==> config.mk <==
export PLATFORM = sky130hd
export DESIGN_NAME = mdu_issue_ctrl
export DESIGN_NICKNAME = d
export VERILOG_FILES = /design/src/rtl/mdu_pkg.sv /design/src/rtl/mdu_starve_timer.sv /design/src/rtl/mdu_issue_ctrl.sv
export SDC_FILE = /design/constraint.sdc
export NUM_CORES = 1
export LEC_CHECK = 0
export BUFFER_PORTS_ARGS = -buffer_cell sky130_fd_sc_hd__buf_2
export CORE_ASPECT_RATIO = 0.5
export CORE_UTILIZATION = 50
export DETAILED_ROUTE_END_ITERATION = 12
export GPL_ROUTABILITY_DRIVEN = 1
export PLACE_DENSITY_LB_ADDON = 0.3
export SLEW_MARGIN = 20
export SYNTH_ARGS = -nofsm -noshare
export SYNTH_HDL_FRONTEND = slang
export SYNTH_SLANG_ARGS = --single-unit
==> constraint.sdc <==
create_clock -name clk -period 3.6 [get_ports clk]
set_input_delay 0.54 -clock clk [delete_from_list [all_inputs] [get_ports clk]]
set_output_delay 0.54 -clock clk [all_outputs]
set_load 0.03 [all_outputs]
==> src/rtl/mdu_pkg.sv <==
// Shared types, latencies and funct3 encodings for the multi-cycle mul/div issue controller.
package mdu_pkg;

    typedef enum logic [1:0] {
        IDLE    = 2'd0,
        EXEC    = 2'd1,
        WAIT_WB = 2'd2
    } mdu_state_e;

    localparam int MUL_LAT    = 3;
    localparam int DIV_LAT    = 33;
    localparam int STARVE_MAX = 4;

    localparam int CNT_W  = 6;
    localparam int WAIT_W = 3;

    localparam logic [2:0] F3_MUL    = 3'b000;
    localparam logic [2:0] F3_MULH   = 3'b001;
    localparam logic [2:0] F3_MULHSU = 3'b010;
    localparam logic [2:0] F3_MULHU  = 3'b011;
    localparam logic [2:0] F3_DIV    = 3'b100;
    localparam logic [2:0] F3_DIVU   = 3'b101;
    localparam logic [2:0] F3_REM    = 3'b110;
    localparam logic [2:0] F3_REMU   = 3'b111;

    function automatic logic [CNT_W-1:0] lat_of(input logic [2:0] op);
        logic [CNT_W-1:0] lat;
        case (op)
            F3_DIV, F3_DIVU, F3_REM, F3_REMU: lat = CNT_W'(DIV_LAT);
            default:                          lat = CNT_W'(MUL_LAT);
        endcase
        return lat;
    endfunction

endpackage

==> src/rtl/mdu_starve_timer.sv <==
// Counts consecutive denied writeback cycles and flags starvation so the core inserts bubbles.
module mdu_starve_timer
    import mdu_pkg::*;
(
    input  logic clk,
    input  logic rst_n,
    input  logic denied_i,
    output logic starve_o
);

    logic [WAIT_W-1:0] wait_cnt_q, wait_cnt_d;

    always_comb begin
        wait_cnt_d = '0;
        if (denied_i) begin
            wait_cnt_d = (wait_cnt_q < WAIT_W'(STARVE_MAX)) ? wait_cnt_q + WAIT_W'(1) : wait_cnt_q;
        end
    end

    // The current denied cycle counts toward the limit, so the bubble starts on the limit-th denial.
    assign starve_o = denied_i && (wait_cnt_q >= WAIT_W'(STARVE_MAX - 1));

    always_ff @(posedge clk or negedge rst_n) begin
        if (!rst_n) begin
            wait_cnt_q <= '0;
        end else begin
            wait_cnt_q <= wait_cnt_d;
        end
    end

endmodule

==> src/rtl/mdu_issue_ctrl.sv <==
// MDU issue/writeback controller: latency timing, 1-entry rd scoreboard, WB port arbitration, stalls.
// Optional define MDU_FORWARD_EN forwards the waiting result to ID instead of stalling on RAW.
module mdu_issue_ctrl
    import mdu_pkg::*;
(
    input  logic        clk,
    input  logic        rst_n,
    input  logic        issue_valid_ID,
    input  logic [2:0]  issue_op_ID,
    input  logic [4:0]  rd_ID,
    input  logic        rduse_ID,
    input  logic [4:0]  rs1_ID,
    input  logic [4:0]  rs2_ID,
    input  logic        rs1use_ID,
    input  logic        rs2use_ID,
    input  logic        flush_ID,
    input  logic        reg_write_WB,
    input  logic [31:0] mdu_result,
    output logic        mdu_start,
    output logic [2:0]  mdu_op,
    output logic        mdu_stall_ID,
    output logic        mdu_wb_en,
    output logic [4:0]  mdu_wb_rd,
    output logic [31:0] mdu_wb_data,
    output logic        mdu_fwd_A,
    output logic        mdu_fwd_B
);

    mdu_state_e       state_q, state_d;
    logic [CNT_W-1:0] cnt_q, cnt_d;
    logic [2:0]       op_q, op_d;
    logic [4:0]       pend_rd_q, pend_rd_d;
    logic             pend_valid_q, pend_valid_d;
    logic [31:0]      res_q, res_d;

    logic in_wait, wb_grant, denied, starve;
    logic hit_rs1, hit_rs2, hit_rd, structural, raw_stall, accept;

    assign in_wait  = (state_q == WAIT_WB);
    assign wb_grant = in_wait && !reg_write_WB;
    assign denied   = in_wait && reg_write_WB;

    mdu_starve_timer u_starve (
        .clk      (clk),
        .rst_n    (rst_n),
        .denied_i (denied),
        .starve_o (starve)
    );

    assign hit_rs1    = pend_valid_q && rs1use_ID && (rs1_ID == pend_rd_q);
    assign hit_rs2    = pend_valid_q && rs2use_ID && (rs2_ID == pend_rd_q);
    assign hit_rd     = pend_valid_q && rduse_ID && (rd_ID == pend_rd_q);
    assign structural = issue_valid_ID && (state_q != IDLE) && !wb_grant;

`ifdef MDU_FORWARD_EN
    assign raw_stall   = (hit_rs1 || hit_rs2) && !in_wait;
    assign mdu_fwd_A   = hit_rs1 && in_wait;
    assign mdu_fwd_B   = hit_rs2 && in_wait;
    assign mdu_wb_data = in_wait ? res_q : 32'd0;
`else
    assign raw_stall   = hit_rs1 || hit_rs2;
    assign mdu_fwd_A   = 1'b0;
    assign mdu_fwd_B   = 1'b0;
    assign mdu_wb_data = wb_grant ? res_q : 32'd0;
`endif

    assign mdu_stall_ID = structural || raw_stall || hit_rd || starve;
    assign accept       = issue_valid_ID && !mdu_stall_ID && !flush_ID;

    // Op is presented with the start pulse and then held from the register through EXEC.
    assign mdu_start = accept;
    assign mdu_op    = accept ? issue_op_ID : op_q;
    assign mdu_wb_en = wb_grant;
    assign mdu_wb_rd = wb_grant ? pend_rd_q : 5'd0;

    always_comb begin
        state_d      = state_q;
        cnt_d        = cnt_q;
        op_d         = op_q;
        pend_rd_d    = pend_rd_q;
        pend_valid_d = pend_valid_q;
        res_d        = res_q;
        case (state_q)
            EXEC: begin
                if (cnt_q == '0) begin
                    res_d   = mdu_result;
                    state_d = pend_valid_q ? WAIT_WB : IDLE;
                end else begin
                    cnt_d = cnt_q - CNT_W'(1);
                end
            end
            WAIT_WB: begin
                if (wb_grant) begin
                    pend_valid_d = 1'b0;
                    state_d      = IDLE;
                end
            end
            default: ;
        endcase
        // Acceptance is only possible from IDLE or a granted WAIT_WB, so it overrides both.
        if (accept) begin
            state_d      = EXEC;
            cnt_d        = lat_of(issue_op_ID) - CNT_W'(1);
            op_d         = issue_op_ID;
            pend_rd_d    = rd_ID;
            pend_valid_d = (rd_ID != 5'd0);
        end
    end

    always_ff @(posedge clk or negedge rst_n) begin
        if (!rst_n) begin
            state_q      <= IDLE;
            cnt_q        <= '0;
            op_q         <= '0;
            pend_rd_q    <= '0;
            pend_valid_q <= 1'b0;
            res_q        <= '0;
        end else begin
            state_q      <= state_d;
            cnt_q        <= cnt_d;
            op_q         <= op_d;
            pend_rd_q    <= pend_rd_d;
            pend_valid_q <= pend_valid_d;
            res_q        <= res_d;
        end
    end

endmodule

Word level (Yosys, flattened, before mapping)
Cells that the tools add are included.
{"block": "totals", "register_bits": 52, "latch_bits": 0, "ram_bits": 0, "rom_bits": 0, "inputBits": 58, "output_inout_bits": 45, "mem_count": 0}
{"block": "op_classes", "n_addsub": 3, "multipliers": 0, "div": 0, "magnitude_cmp": 2, "n_eq_ne": 13, "shifts": 0, "mux": 18, "bitwise": 0, "n_reduce_logical": 33}
{"operator": "$mux W32", "count": 1}
{"operator": "$mux W6", "count": 5}
{"operator": "$eq A5 B5 Y1", "count": 3}
{"operator": "$logic_and A1 B1 Y1", "count": 13}
{"operator": "$eq A3 B3 Y1 const B", "count": 4}
{"operator": "$sub A6 B1 Y6 const B", "count": 2}
{"operator": "$mux W3", "count": 3}
{"operator": "$mux W2", "count": 4}
{"operator": "$reduce_bool A2 Y1", "count": 4}
{"operator": "$logic_not A6 Y1", "count": 1}
{"operator": "$reduce_and A2 Y1", "count": 3}
{"operator": "$mux W5", "count": 1}
{"operator": "$reduce_bool A5 Y1", "count": 1}
{"operator": "$logic_not A1 Y1", "count": 4}
{"operator": "$logic_or A1 B1 Y1", "count": 4}
{"operator": "$ne A2 B2 Y1 const B", "count": 2}
{"operator": "$pmux W2 S2", "count": 1}
{"operator": "$reduce_or A4 Y1", "count": 1}
{"operator": "$add A3 B1 Y3 const B", "count": 1}
{"operator": "$ge A3 B2 Y1 const B", "count": 1}
{"operator": "$lt A3 B3 Y1 const B", "count": 1}
{"operator": "$mux W1", "count": 3}
{"operator": "$ne A3 B2 Y1 const B", "count": 1}
{"operator": "$ne A3 B3 Y1 const B", "count": 1}
{"operator": "4 further kinds", "count": 4}

Depth between registers and ports, before layout
Gate-level depths: netlist (run 1).
{"block": "depth", "word_depth": 13, "depth_mapped": 11, "depth_no_buf": 10}

Hierarchy
Synthesis (run 1) repeated with hierarchy kept, for this count alone.
{"block": "hier_totals", "hier_cells": 221, "area_unflattened_um2": 2587.5}
{"mod": "mdu_issue_ctrl", "instances": 1, "cells_each": 208, "area_per_inst_um2": 2431.1, "seq_area_each_um2": 1226.2}
{"mod": "mdu_starve_timer", "instances": 1, "cells_each": 13, "area_per_inst_um2": 156.4, "seq_area_each_um2": 75.1}

Worst setup path after synthesis (run 1)
Ideal clock, no wire load.
{"block": "synth_timing", "path_kind": "reg-to-output", "start": "register u_starve.wait_cnt_q[0]", "end": "output mdu_op[2]", "t_arrival_ns": 2.347, "required_time_ns": 3.060, "path_slack_ns": 0.713, "path_stages_with_launch": 8, "path_buffers": 1, "cell_sequence": "dfrtp_1 ha_1 ha_1 a2111oi_0 a21o_1 nand4_1 buf_2 o21ai_0"}
{"block": "synth_via", "elab_chain_len": 7}
{"item": "start: declaration", "line_no": "mdu_starve_timer.sv:11", "source": "logic [WAIT_W-1:0] wait_cnt_q, wait_cnt_d;"}
{"item": "start signal: assignment", "line_no": "mdu_starve_timer.sv:27", "source": "wait_cnt_q <= wait_cnt_d;"}
{"item": "$ge A3 B2 Y1", "line_no": "mdu_starve_timer.sv:21", "source": "assign starve_o = denied_i && (wait_cnt_q >= WAIT_W'(STARVE_MAX - 1));"}
{"item": "$logic_and A1 B1 Y1", "line_no": "mdu_starve_timer.sv:21"}
{"item": "$logic_or A1 B1 Y1", "line_no": "mdu_issue_ctrl.sv:67", "source": "assign mdu_stall_ID = structural || raw_stall || hit_rd || starve;"}
{"item": "$logic_not A1 Y1", "line_no": "mdu_issue_ctrl.sv:68", "source": "assign accept = issue_valid_ID && !mdu_stall_ID && !flush_ID;"}
{"item": "$logic_and A1 B1 Y1 (2 in series)", "line_no": "mdu_issue_ctrl.sv:68"}
{"item": "$mux W3"}
{"item": "end: declaration", "line_no": "mdu_issue_ctrl.sv:20", "source": "output logic [2:0] mdu_op,"}
No other way between the ends.

Final worst setup path (run 1)
Ends and elaborated chain as after synthesis.

==> results.md, run 1 <==
* Synth top cells by count: 52 x dfrtp_1, 37 x and2_1, 29 x mux2_4, 13 x xnor2_1
* Maximum vdd ir drop at 0.306 mV
* Post-route minimum period at between 3000 and 4000 ps
* HPWL after DPL at approximately 4000 um
* Vias in the first global route at around 1,900
* Number of antenna violations at the first check in global routing at 0
* Diodes inserted at 0
* Post-route standard cell area excluding fillers at ~0.0034 mm2
* Core box area at slightly above 0.005 mm2
* Startpoint type of the worst setup path: flop
* Synthesis warning total at 0
* Post-layout utilization of the core at between 60% and 70%
* DP Area at 0.00327 mm2
* Number of different library cells in the post-synthesis netlist at 38
* Post-route antenna net violation count at 0
* Worst hold-check slack at ~260 ps
* P&R area growth vs syn at 23.2%
* First drt pass iteration count at 4
* Count of buffers inserted at the top-level ports at 100
* Dominant combinational cell family by area after synthesis: multiplexers
* DRC errors left at 0
* Pin count of the biggest net entering global routing at 53
* RSZ-0062 raised after global routing: false
* Ranking of synthesized cells by area: dfrtp_1 48%, mux2_4 16%, and2_1 8.5%, xnor2_1 4.2%, mux2_2 4.1%
* Resize count post-CTS at 0
* Type of the most critical hold path: primary input to async pin
* Top-Level Pins at 103
* Die Wd at 106 um
* Global routing usage summed across all routing layers at slightly below 20%
* First DRT Iteration DRCs at 93
* Top cell type by total area after synthesis: dfrtp_1
* Area share of and/or/nand/nor cells after synthesis at ~17%
* CTS max path bufs at 2
* Number of nets in the finished design at 387
* Critical path class: flop to primary output
* Synthesized-area fraction occupied by ao, oa, aoi and oai cells at roughly 4.7%
* Reg clk slew, reported paths at 90 ps
* Clk root buf: clkbuf_8
* Count of state elements after synthesis at 52
* Synthesized area per cell at ~12 um2
* Worst endpoint required time at slightly above 3000 ps
* TritonCTS Buffers at 5
* Post-place setup slack at 713 ps
* Number of synthesized flops with an enable pin at 0
* Cell Area, Synth at between 0.002 and 0.003 mm2
* Post-CTS Setup Inserts at 0
* Avg Vias per Cell at around 5.0
* Final setup violation count at 0
* Period Utilization, post-route at around nine tenths
* Worst setup skew after layout at slightly above 8 ps
* Crit Path Max Fanout at 12
* Most repeated cell in the gate-level netlist after synthesis: dfrtp_1
* Synthesized-area fraction occupied by adder cells at about 1.4%
* Number of fillers in the final layout at ~440
* Synthesized-area fraction occupied by xor and xnor cells at under 10%
* Fraction of final layout cells sized beyond drive strength 1 at between 40% and 50%
* Power Dens Cells at between 600 and 700 mW/mm2
* Portion of the post-synthesis area used by sequential elements at a little under half
* Static leakage power at ~0.0018 uW
* Number of vias after detailed routing at between 1,500 and 2,000
* Share of synthesized flip-flops with an asynchronous set or reset at 100%
* Share of synthesized area spent on multiplexers at 20.5%
* Wire length of the first global-routing pass at 8520 um
* Slew of the pin with the lowest slew margin at between 1000 and 1500 ps
* Overall die area at 0.00576 mm2
* CTS tree: yes
* Effective utilization at floorplan at 53.5%
* Clk_lat worst skew at around 300 ps
* Fin. Hold Viols at 0
* Cts-stage hold buffer count at 0
* Post-detailed-route wirelength per cell at around 14 um
* Number of max-cap violations at 0
* Final Wtd Congestion at about 0.75
* Total overflow reported by the global router at 0
* Crit path setup slack, layout at just over 400 ps
* Critical Path Sink Type: primary output
* Cell Rows at 18
* Die extent in y at 54.2 um
* Synthesized instance count at 226
* Max_slew headroom at between 30% and 40%
* Run status: finished, final reports clean
* Most instantiated flip-flop cell in the synthesis netlist: dfrtp_1
* CP arrival at roughly 2700 ps
* Final-layout setup total negative slack at 0 ps
* H-tree depth at 2
* Highest clock rate at roughly 310 MHz
* Proportion of netlist area held by the largest area contributor at a little under half
* Clock tree sinks at 52
* Final count of pins violating max slew at 0
* Total wire length at between 5000 and 6000 um
==> layout make-up <==
class,instances,area (um2),area share [%]
clock buffers,8,90.1,2.68
inverters,7,26.3,0.783
multi-input cells,157,1330,39.5
flip-flops and latches,52,1300,38.8
well taps,70,87.6,2.61
repair buffers,103,526,15.7
==> metal layers <==
| layer | GRT usage [%] | vias up | share of wire [%] |
|---|---|---|---|
| met5 | 0 | - | 0 |
| met4 | 6.02 | 0 | 0.74 |
| met3 | 4.00 | 5 | 4.7 |
| met2 | 37.6 | 58 | 50 |
| met1 | 22.0 | 943 | 44 |
| li1 | - | 965 | - |
==> metrics by stage <==
stage               std cells  total power, uW
finish                    397             2130
global route              397             2270
CTS                       397             2150
detailed placement        389             1800
global placement          389             1760
floorplan                 227             1620
==> final timing paths <==
check | startpoint | end | slack [ps] | depth (start not counted)
worst max-delay path | u_starve.wait_cnt_q[0] | mdu_op[2] | 410 | 7
worst min-delay path | rst_n | res_q[3] | 260 | 1
worst max register to register | u_starve.wait_cnt_q[0] | cnt_q[2] | 820 | 10
worst min register to register | res_q[1] | res_q[1] | 500 | 1
max in group asynchronous | rst_n | pend_rd_q[3] | 2910 | 1
min in group clk | mdu_result[0] | res_q[0] | 460 | 2
==> state kept, by name (all words and copies together), names as in the netlist <==
register / flops
res_q: 32
u_starve.wait_cnt_q: 3
pend_valid_q: 1
cnt_q: 6
op_q: 3
state_q: 2
pend_rd_q: 5
==> worst max-delay path: stages, from the launching register on <==
cell,delay [ps]
dfrtp_1,420
ha_1,220
ha_1,180
a2111oi_0,390
a21o_1,150
nand4_1,370
o21ai_0,370
buf_2,250
==> power by group <==
part | total, uW | internal, uW | leakage (uW) | switching (uW)
combinational | 765 | 473 | 0.00113 | 292
clock | 338 | 157 | 0.0000455 | 181
sequential | 1020 | 838 | 0.000616 | 184
total | 2130 | 1470 | 0.00179 | 657
==> logic make-up after synthesis <==
kind of cell,after synthesis
and+or+nand+nor,78
other,1
DFF,52
adders and majority gates,3
muxes,40
xor gates and xnor gates,15
buffers and inverters,18
AOI/OAI and AO/OA,19
==> layout by cell type, fill, tap and decap left out, types with 3 or more instances in the layout <==
| cell | synthesis | final |
|---|---|---|
| buf_2 | 1 | 99 |
| nand2_1 | 6 | 6 |
| xnor2_1 | 13 | 13 |
| and2_1 | 37 | 37 |
| nor2_1 | 10 | 10 |
| nand3_1 | 6 | 6 |
| clkbuf_8 | 0 | 6 |
| inv_1 | 7 | 7 |
| o21ai_0 | 3 | 3 |
| buf_4 | 2 | 4 |
| ha_1 | 3 | 3 |
| a21oi_1 | 7 | 7 |
| mux2_2 | 10 | 10 |
| nand4_1 | 4 | 4 |
| mux2_4 | 29 | 29 |
| dfrtp_1 | 52 | 52 |
| nor2b_1 | 4 | 4 |
Power figures use the tool's default switching activity.
==> run 2: changes to the inputs <==
Settings changed: CELL_PAD_IN_SITES_DETAIL_PLACEMENT set to 0, CELL_PAD_IN_SITES_GLOBAL_PLACEMENT set to 1, CORE_UTILIZATION 50 to 41.
==> run 2 against run 1 <==
  * Combinational power is essentially flat
  * Global-route usage shrank 2.7 points
  * Critical endpoint is now mdu_op[0]
  * Clock skew shrank 2.3 ps
  * Register-to-register slack gained 240 ps
  * Clock power grew 39%
  * Sequential share of layout area shrank 0.95 points
  * Sequential power is essentially flat
==> results.md, run 2 (synthesis gave the netlist of run 1 again) <==
* Avg Vias per Cell at 4.74 (-4.6%)
* Die Wd at 117 um (+10%)
* Count of buffers inserted at the top-level ports at 100 (unchanged)
* Highest clock rate at 341 MHz (+8.7%)
* Post-CTS Setup Inserts at 0 (unchanged)
* Overall die area at 0.00699 mm2 (+21%)
* Fraction of final layout cells sized beyond drive strength 1 at 47.0% (+0.16 points)
* Max_slew headroom at 28.8% (-2.2 points)
* Reg clk slew, reported paths at 70 ps (-20 ps)
* Clock tree sinks at 52 (unchanged)
* CTS max path bufs at 2 (unchanged)
* P&R area growth vs syn at 26.3%
* Crit Path Max Fanout at 23 (+11)
* RSZ-0062 raised after global routing: false
* First drt pass iteration count at 6 (+2)
* Final Total Pwr at 2260 uW (+6.4%)
* Global routing usage summed across all routing layers at 16.5% (-2.7 points)
* Resize count post-CTS at 0 (unchanged)
* Number of nets in the finished design at 388 (+0.26%)
* Final-layout setup total negative slack at 0 ps (unchanged)
* TritonCTS Buffers at 5 (unchanged)
* Total wire length at 5430 um (+0.84%)
* Wire length of the first global-routing pass at 8680 um (+1.9%)
* Number of flip-flops in the largest register at 32 (unchanged)
* Type of the most critical hold path: primary input to async pin
* Worst hold-check slack at 377 ps (+121 ps)
* Crit path setup slack, layout at 664 ps (+256 ps)
* Clk root buf: clkbuf_16
* Maximum vdd ir drop at 0.280 mV (-8.6%)
* Post-detailed-route wirelength per cell at 13.1 um (-3.8%)
* Top-Level Pins at 103 (unchanged)
* Final Wtd Congestion at 0.738 (-1.8%)
* Total overflow reported by the global router at 0 (unchanged)
* DRC errors left at 0 (unchanged)
* Leading cell type in the layout, fill and taps excluded: buf_2
* Run status: finished, final reports clean
* Worst setup skew after layout at 5.99 ps (-2.26 ps)
* Power Dens Cells at 658 mW/mm2 (+3.8%)
* HPWL after DPL at 3980 um (+0.39%)
* Clk_lat worst skew at 290 ps (about the same)
* Effective utilization at floorplan at 43.7% (-9.8 points)
* Critical path class: flop to primary output
* Startpoint type of the worst setup path: flop
* CP arrival at 2400 ps (-250 ps)
* Cts-stage hold buffer count at 0 (unchanged)
* Post-layout utilization of the core at 55.2% (-11 points)
* Vias in the first global route at 1,858 (-2.9%)
* Post-place setup slack at 911 ps (+198 ps)
* Static leakage power at 0.00182 uW (+1.7%)
* Number of vias after detailed routing at 1,971 (unchanged)
* Number of max-cap violations at 0 (unchanged)
* Largest register by flop count: res_q
* Diodes inserted at 0 (unchanged)
* Highest-count cells in the layout ignoring fill and taps: 100 x buf_2, 52 x dfrtp_1, 37 x and2_1, 29 x mux2_4, 13 x xnor2_1
* Critical Path Sink Type: primary output
* First DRT Iteration DRCs at 80 (-14%)
* Core box area at 0.00623 mm2 (+22%)
* CTS tree: yes
* Fin. Hold Viols at 0 (unchanged)
* Final setup violation count at 0 (unchanged)
* Die extent in y at 59.6 um (+10%)
* H-tree depth at 2 (unchanged)
* Post-route minimum period at 2940 ps (-256 ps)
* Cell Rows at 20 (+2)
* Pin count of the biggest net entering global routing at 40 (-25%)
* Final count of pins violating max slew at 0 (unchanged)
* Period Utilization, post-route at 81.6% (-7.1 points)
* Largest registers in the final layout: res_q x32, cnt_q x6, pend_rd_q x5
* Worst endpoint required time at 3060 ps (about the same)
* Post-route antenna net violation count at 0 (unchanged)
* Number of antenna violations at the first check in global routing at 0 (unchanged)
* Slew of the pin with the lowest slew margin at 1060 ps (+32.5 ps)
-- run 2: cell types whose count changed in the layout (fill, tap and decap cells not counted) --
cell       previous run  this run
clkbuf_16             0         5
clkbuf_8              6         1
buf_2                99       100
-- run 2: worst max-delay path: stages (launching register included) --
cell and delay (ps):
dfrtp_1 460, nor2b_1 160, a2111oi_0 390, nand4_1 170
nand4_1 120, buf_4 260, mux2_2 380, buf_2 180
-- run 2: area by class of cell --
class                   count  area (um2)
inverters                   7        26.3
flip-flops and latches     52        1300
well taps                  88         110
multi-input cells         157        1330
fillers                   547        2790
repair buffers            104         531
clock buffers               8         146
-- run 2: path summary, 6_finish.rpt --
kind	start	endpoint	slack, ps	cells past startpoint
worst max-delay path	pend_rd_q[1]	mdu_op[0]	660	7
worst min-delay path	rst_n	res_q[13]	380	1
worst max register to register	u_starve.wait_cnt_q[0]	cnt_q[2]	1060	11
worst min register to register	op_q[2]	op_q[2]	490	2
max in group asynchronous	rst_n	pend_rd_q[2]	2500	2
min in group clk	mdu_result[1]	res_q[1]	480	2
-- run 2: power breakdown --
part / switching, uW / internal, uW
Clock: 193 / 277
Combinational: 290 / 474
Sequential: 187 / 840
Total: 670 / 1590
-- run 2: routing by layer --
layer	global-route usage (%)	wire length, um
met4	5.42	25
met2	27.3	2540
met1	21.9	2540
met5	0	0
met3	3.58	330
-- run 2: metrics by stage --
| step | std cells | area (um2) |
|---|---|---|
| after global placement | 408 | 3290 |
| after CTS | 416 | 3440 |
| final | 416 | 3440 |
| after global routing | 416 | 3440 |
| after floorplan | 227 | 2730 |
| after detailed placement | 408 | 3290 |
==> run 3: changes to the inputs <==
Settings changed: ABC_AREA set to 1, CORE_UTILIZATION 41 to 34.
Clock period 3.6 ns to 2.8 ns, I/O delays scaled along.
==> run 3 against run 2 <==
  * Die area grew 24%
  * Highest routed layer unchanged
  * Largest cell class is now sequential cells
  * Setup slack lost 480 ps
  * First-iteration DRC count grew 30%
  * Clock power grew 49%
==> results.md, run 3 <==
* Final Wtd Congestion at 0.792 (+7.3%)
* Avg Vias per Cell at 4.24 (-11%)
* Fraction of final layout cells sized beyond drive strength 1 at 28.3% (-19 points)
* Core box area at 0.00800 mm2 (+28%)
* Run status: finished, final reports clean
* Number of nets in the finished design at 544 (+40%)
* First DRT Iteration DRCs at 104 (+30%)
* Number of different library cells in the post-synthesis netlist at 29 (-24%)
* Crit path max-delay cell type: dfrtp_1
* Reg clk slew, reported paths at 70 ps (about the same)
* Top-Level Pins at 103 (unchanged)
* Cell Rows at 23 (+15%)
* First drt pass iteration count at 4 (-2)
* Overall die area at 0.00867 mm2 (+24%)
* Final setup violation count at 0 (unchanged)
* Crit path buf inv count at 2 (unchanged)
* Final count of pins violating max slew at 0 (unchanged)
* CTS tree: yes
* Clk_lat worst skew at 290 ps (about the same)
* DRC errors left at 0 (unchanged)
* Period Utilization, post-route at between 90% and 100%
* Top cell type by total area after synthesis: dfrtp_1
* Largest register by flop count: res_q
* Highest clock rate at ~380 MHz
* Die Wd at 131 um (+11%)
* H-tree depth at 2 (unchanged)
* Crit Path Max Fanout at 13 (-43%)
* Number of max-cap violations at 0 (unchanged)
* Clock tree sinks at 52 (unchanged)
* Ranking of synthesized cells by area: dfrtp_1 46%, nand2_1 15%, inv_1 8.4%, nor2_1 7.1%, o21ai_0 6.2%
* Count of state elements after synthesis at 52 (unchanged)
* Portion of the post-synthesis area used by sequential elements at 46.2% (-1.5 points)
* Largest registers in the final layout: res_q x32, cnt_q x6, pend_rd_q x5
* Synthesis warning total at 0 (unchanged)
* Pin count of the biggest net entering global routing at 67 (+68%)
* Die extent in y at 66.3 um (+11%)
* Total overflow reported by the global router at 0 (unchanged)
* Proportion of netlist area held by the largest area contributor at 46.2% (-1.5 points)
* Effective utilization at floorplan at 35.2% (-8.5 points)
* Startpoint type of the worst setup path: flop
* Final-layout setup total negative slack at 0 ps (unchanged)
* Count of buffers inserted at the top-level ports at 100 (unchanged)
* Worst hold-check slack at 329 ps (-48.7 ps)
* Number of vias after detailed routing at 2,527 (+28%)
* Leading cell type in the layout, fill and taps excluded: nand2_1
* Fin. Hold Viols at 0 (unchanged)
* CTS max path bufs at 2 (unchanged)
* Vias in the first global route at 2,339 (+26%)
* HPWL after DPL at 4800 um (+21%)
* P&R area growth vs syn at 27.1%
* Post-layout utilization of the core at 44.7% (-10 points)
* Slew of the pin with the lowest slew margin at 777 ps (-288 ps)
* Post-route minimum period at approximately 2600 ps
* Maximum vdd ir drop at 0.268 mV (-4.1%)
* Most repeated cell in the gate-level netlist after synthesis: nand2_1
* TritonCTS Buffers at 5 (unchanged)
* Total wire length at 6480 um (+19%)
* Highest-count cells in the layout ignoring fill and taps: 115 x nand2_1, 100 x buf_2, 63 x inv_1, 53 x nor2_1, 52 x dfrtp_1
* Worst path top cell family by delay: simple AND/OR/NAND/NOR gates
* Wire length of the first global-routing pass at 10,600 um (+22%)
* Post-CTS Setup Inserts at 0 (unchanged)
* Post-route standard cell area excluding fillers at 0.00358 mm2 (+4.0%)
* Diodes inserted at 0 (unchanged)
* Global routing usage summed across all routing layers at 15.9% (-0.67 points)
* Type of the most critical hold path: primary input to flop
* Post-route antenna net violation count at 0 (unchanged)
* Number of flip-flops in the largest register at 32 (unchanged)
* Critical Path, Cell by Cell: ha_1 -> ha_1 -> nor2_1 -> a21oi_1 -> nor2_2 -> nand2_2 -> nor2_4 -> nand2_8 -> inv_2 -> nand2_1 -> nand2_1 -> buf_2
* CP arrival at 2200 ps (-200 ps)
* Static leakage power at 0.00206 uW (+13%)
* Number of antenna violations at the first check in global routing at 0 (unchanged)
* Clk root buf: clkbuf_16
* Most instantiated flip-flop cell in the synthesis netlist: dfrtp_1
* Power Dens Cells at 874 mW/mm2 (+33%)
* Critical path class: flop to primary output
* Number of synthesized flops with an enable pin at 0 (unchanged)
* Cell Area, Synth at 0.00282 mm2 (+3.4%)
* Synthesized instance count at 384 (+70%)
* Share of synthesized flip-flops with an asynchronous set or reset at 100% (unchanged)
* Crit path largest cell delay at 400 ps (-60 ps)
* Worst setup skew after layout at 7.89 ps (+1.90 ps)
* DP Area at 0.00338 mm2 (+2.7%)
* Post-detailed-route wirelength per cell at 10.9 um (-17%)
* Critical Path Sink Type: primary output
* Synth top cells by count: 115 x nand2_1, 63 x inv_1, 53 x nor2_1, 52 x dfrtp_1, 35 x o21ai_0
* Synthesized area per cell at 7.33 um2 (-39%)
* Max_slew headroom at 48.2% (+19 points)
* Worst endpoint required time at 2380 ps (-680 ps)
## run 3: cell count changes after synthesis, moves of 13 or more
| cell | change |
|---|---|
| and2_1 | -37 |
| nor2_1 | +43 |
| inv_1 | +56 |
| mux2_4 | -29 |
| nand2_1 | +109 |
| o21ai_0 | +32 |
| xnor2_1 | -13 |
## run 3: metal layers
metal	share of wire [%]	routed length (um)	GRT usage [%]
met1	51	3300	20.2
met2	44	2830	27.4
met3	4.3	279	3.40
met4	1.0	68	4.02
met5	0	0	0
## run 3: final timing paths
| path | cells past startpoint | slack [ps] | to | startpoint |
|---|---|---|---|---|
| hold / removal | 3 | 330 | res_q[20] | mdu_result[20] |
| hold reg to reg | 2 | 490 | op_q[2] | op_q[2] |
| setup / recovery | 12 | 180 | mdu_op[1] | u_starve.wait_cnt_q[0] |
| min in group asynchronous | 2 | 490 | op_q[1] | rst_n |
| max in group asynchronous | 3 | 1750 | res_q[21] | rst_n |
| setup reg to reg | 15 | 390 | cnt_q[4] | u_starve.wait_cnt_q[0] |
## run 3: what timing repair did
item,4_1_cts,5_1_grt
endpoints found under the setup margin,0,2
hold buffers,1,0
hold endpoints to repair,5,0
resized for setup,0,1
## run 3: logic make-up after synthesis
kind of cell / synth area share [%]
AO/OA/AOI/OAI: 9.78
other: 0.133
buffers and inverters: 13.4
flip-flops: 46.2
AND/OR/NAND/NOR: 28.5
adder cells (fa/ha/maj): 1.33
XOR/XNOR: 0.622
## run 3: stage by stage
step | instances | total power (uW) | setup WS (ps)
finish | 596 | 3130 | 183
global route | 596 | 3430 | -0.352
CTS | 595 | 3170 | 110
detailed placement | 586 | 2440 | 435
global placement | 586 | 2430 | 498
floorplan | 385 | 2150 | 480
## run 3: cell type report
class | instances | area [um2]
clock inverter | 2 | 38.8
inverter | 70 | 263
timing repair buffer | 105 | 541
fill | 878 | 4420
multi-input combinational | 249 | 1170
clock buffer | 6 | 129
sequential | 52 | 1300
tap | 112 | 140
## run 3: worst reg2reg max path, delay by kind of cell (launching register included)
kind | cells | cell delay (ps)
simple gates | 9 | 960
fa+ha+maj | 3 | 590
flops | 1 | 400
compound gates | 2 | 300
buf+inv | 1 | 50
## run 3: where the power goes
| part | total [uW] | internal [uW] | switching [uW] |
|---|---|---|---|
| Sequential | 1250 | 1090 | 163 |
| Combinational | 1170 | 395 | 776 |
| Clock | 704 | 426 | 279 |
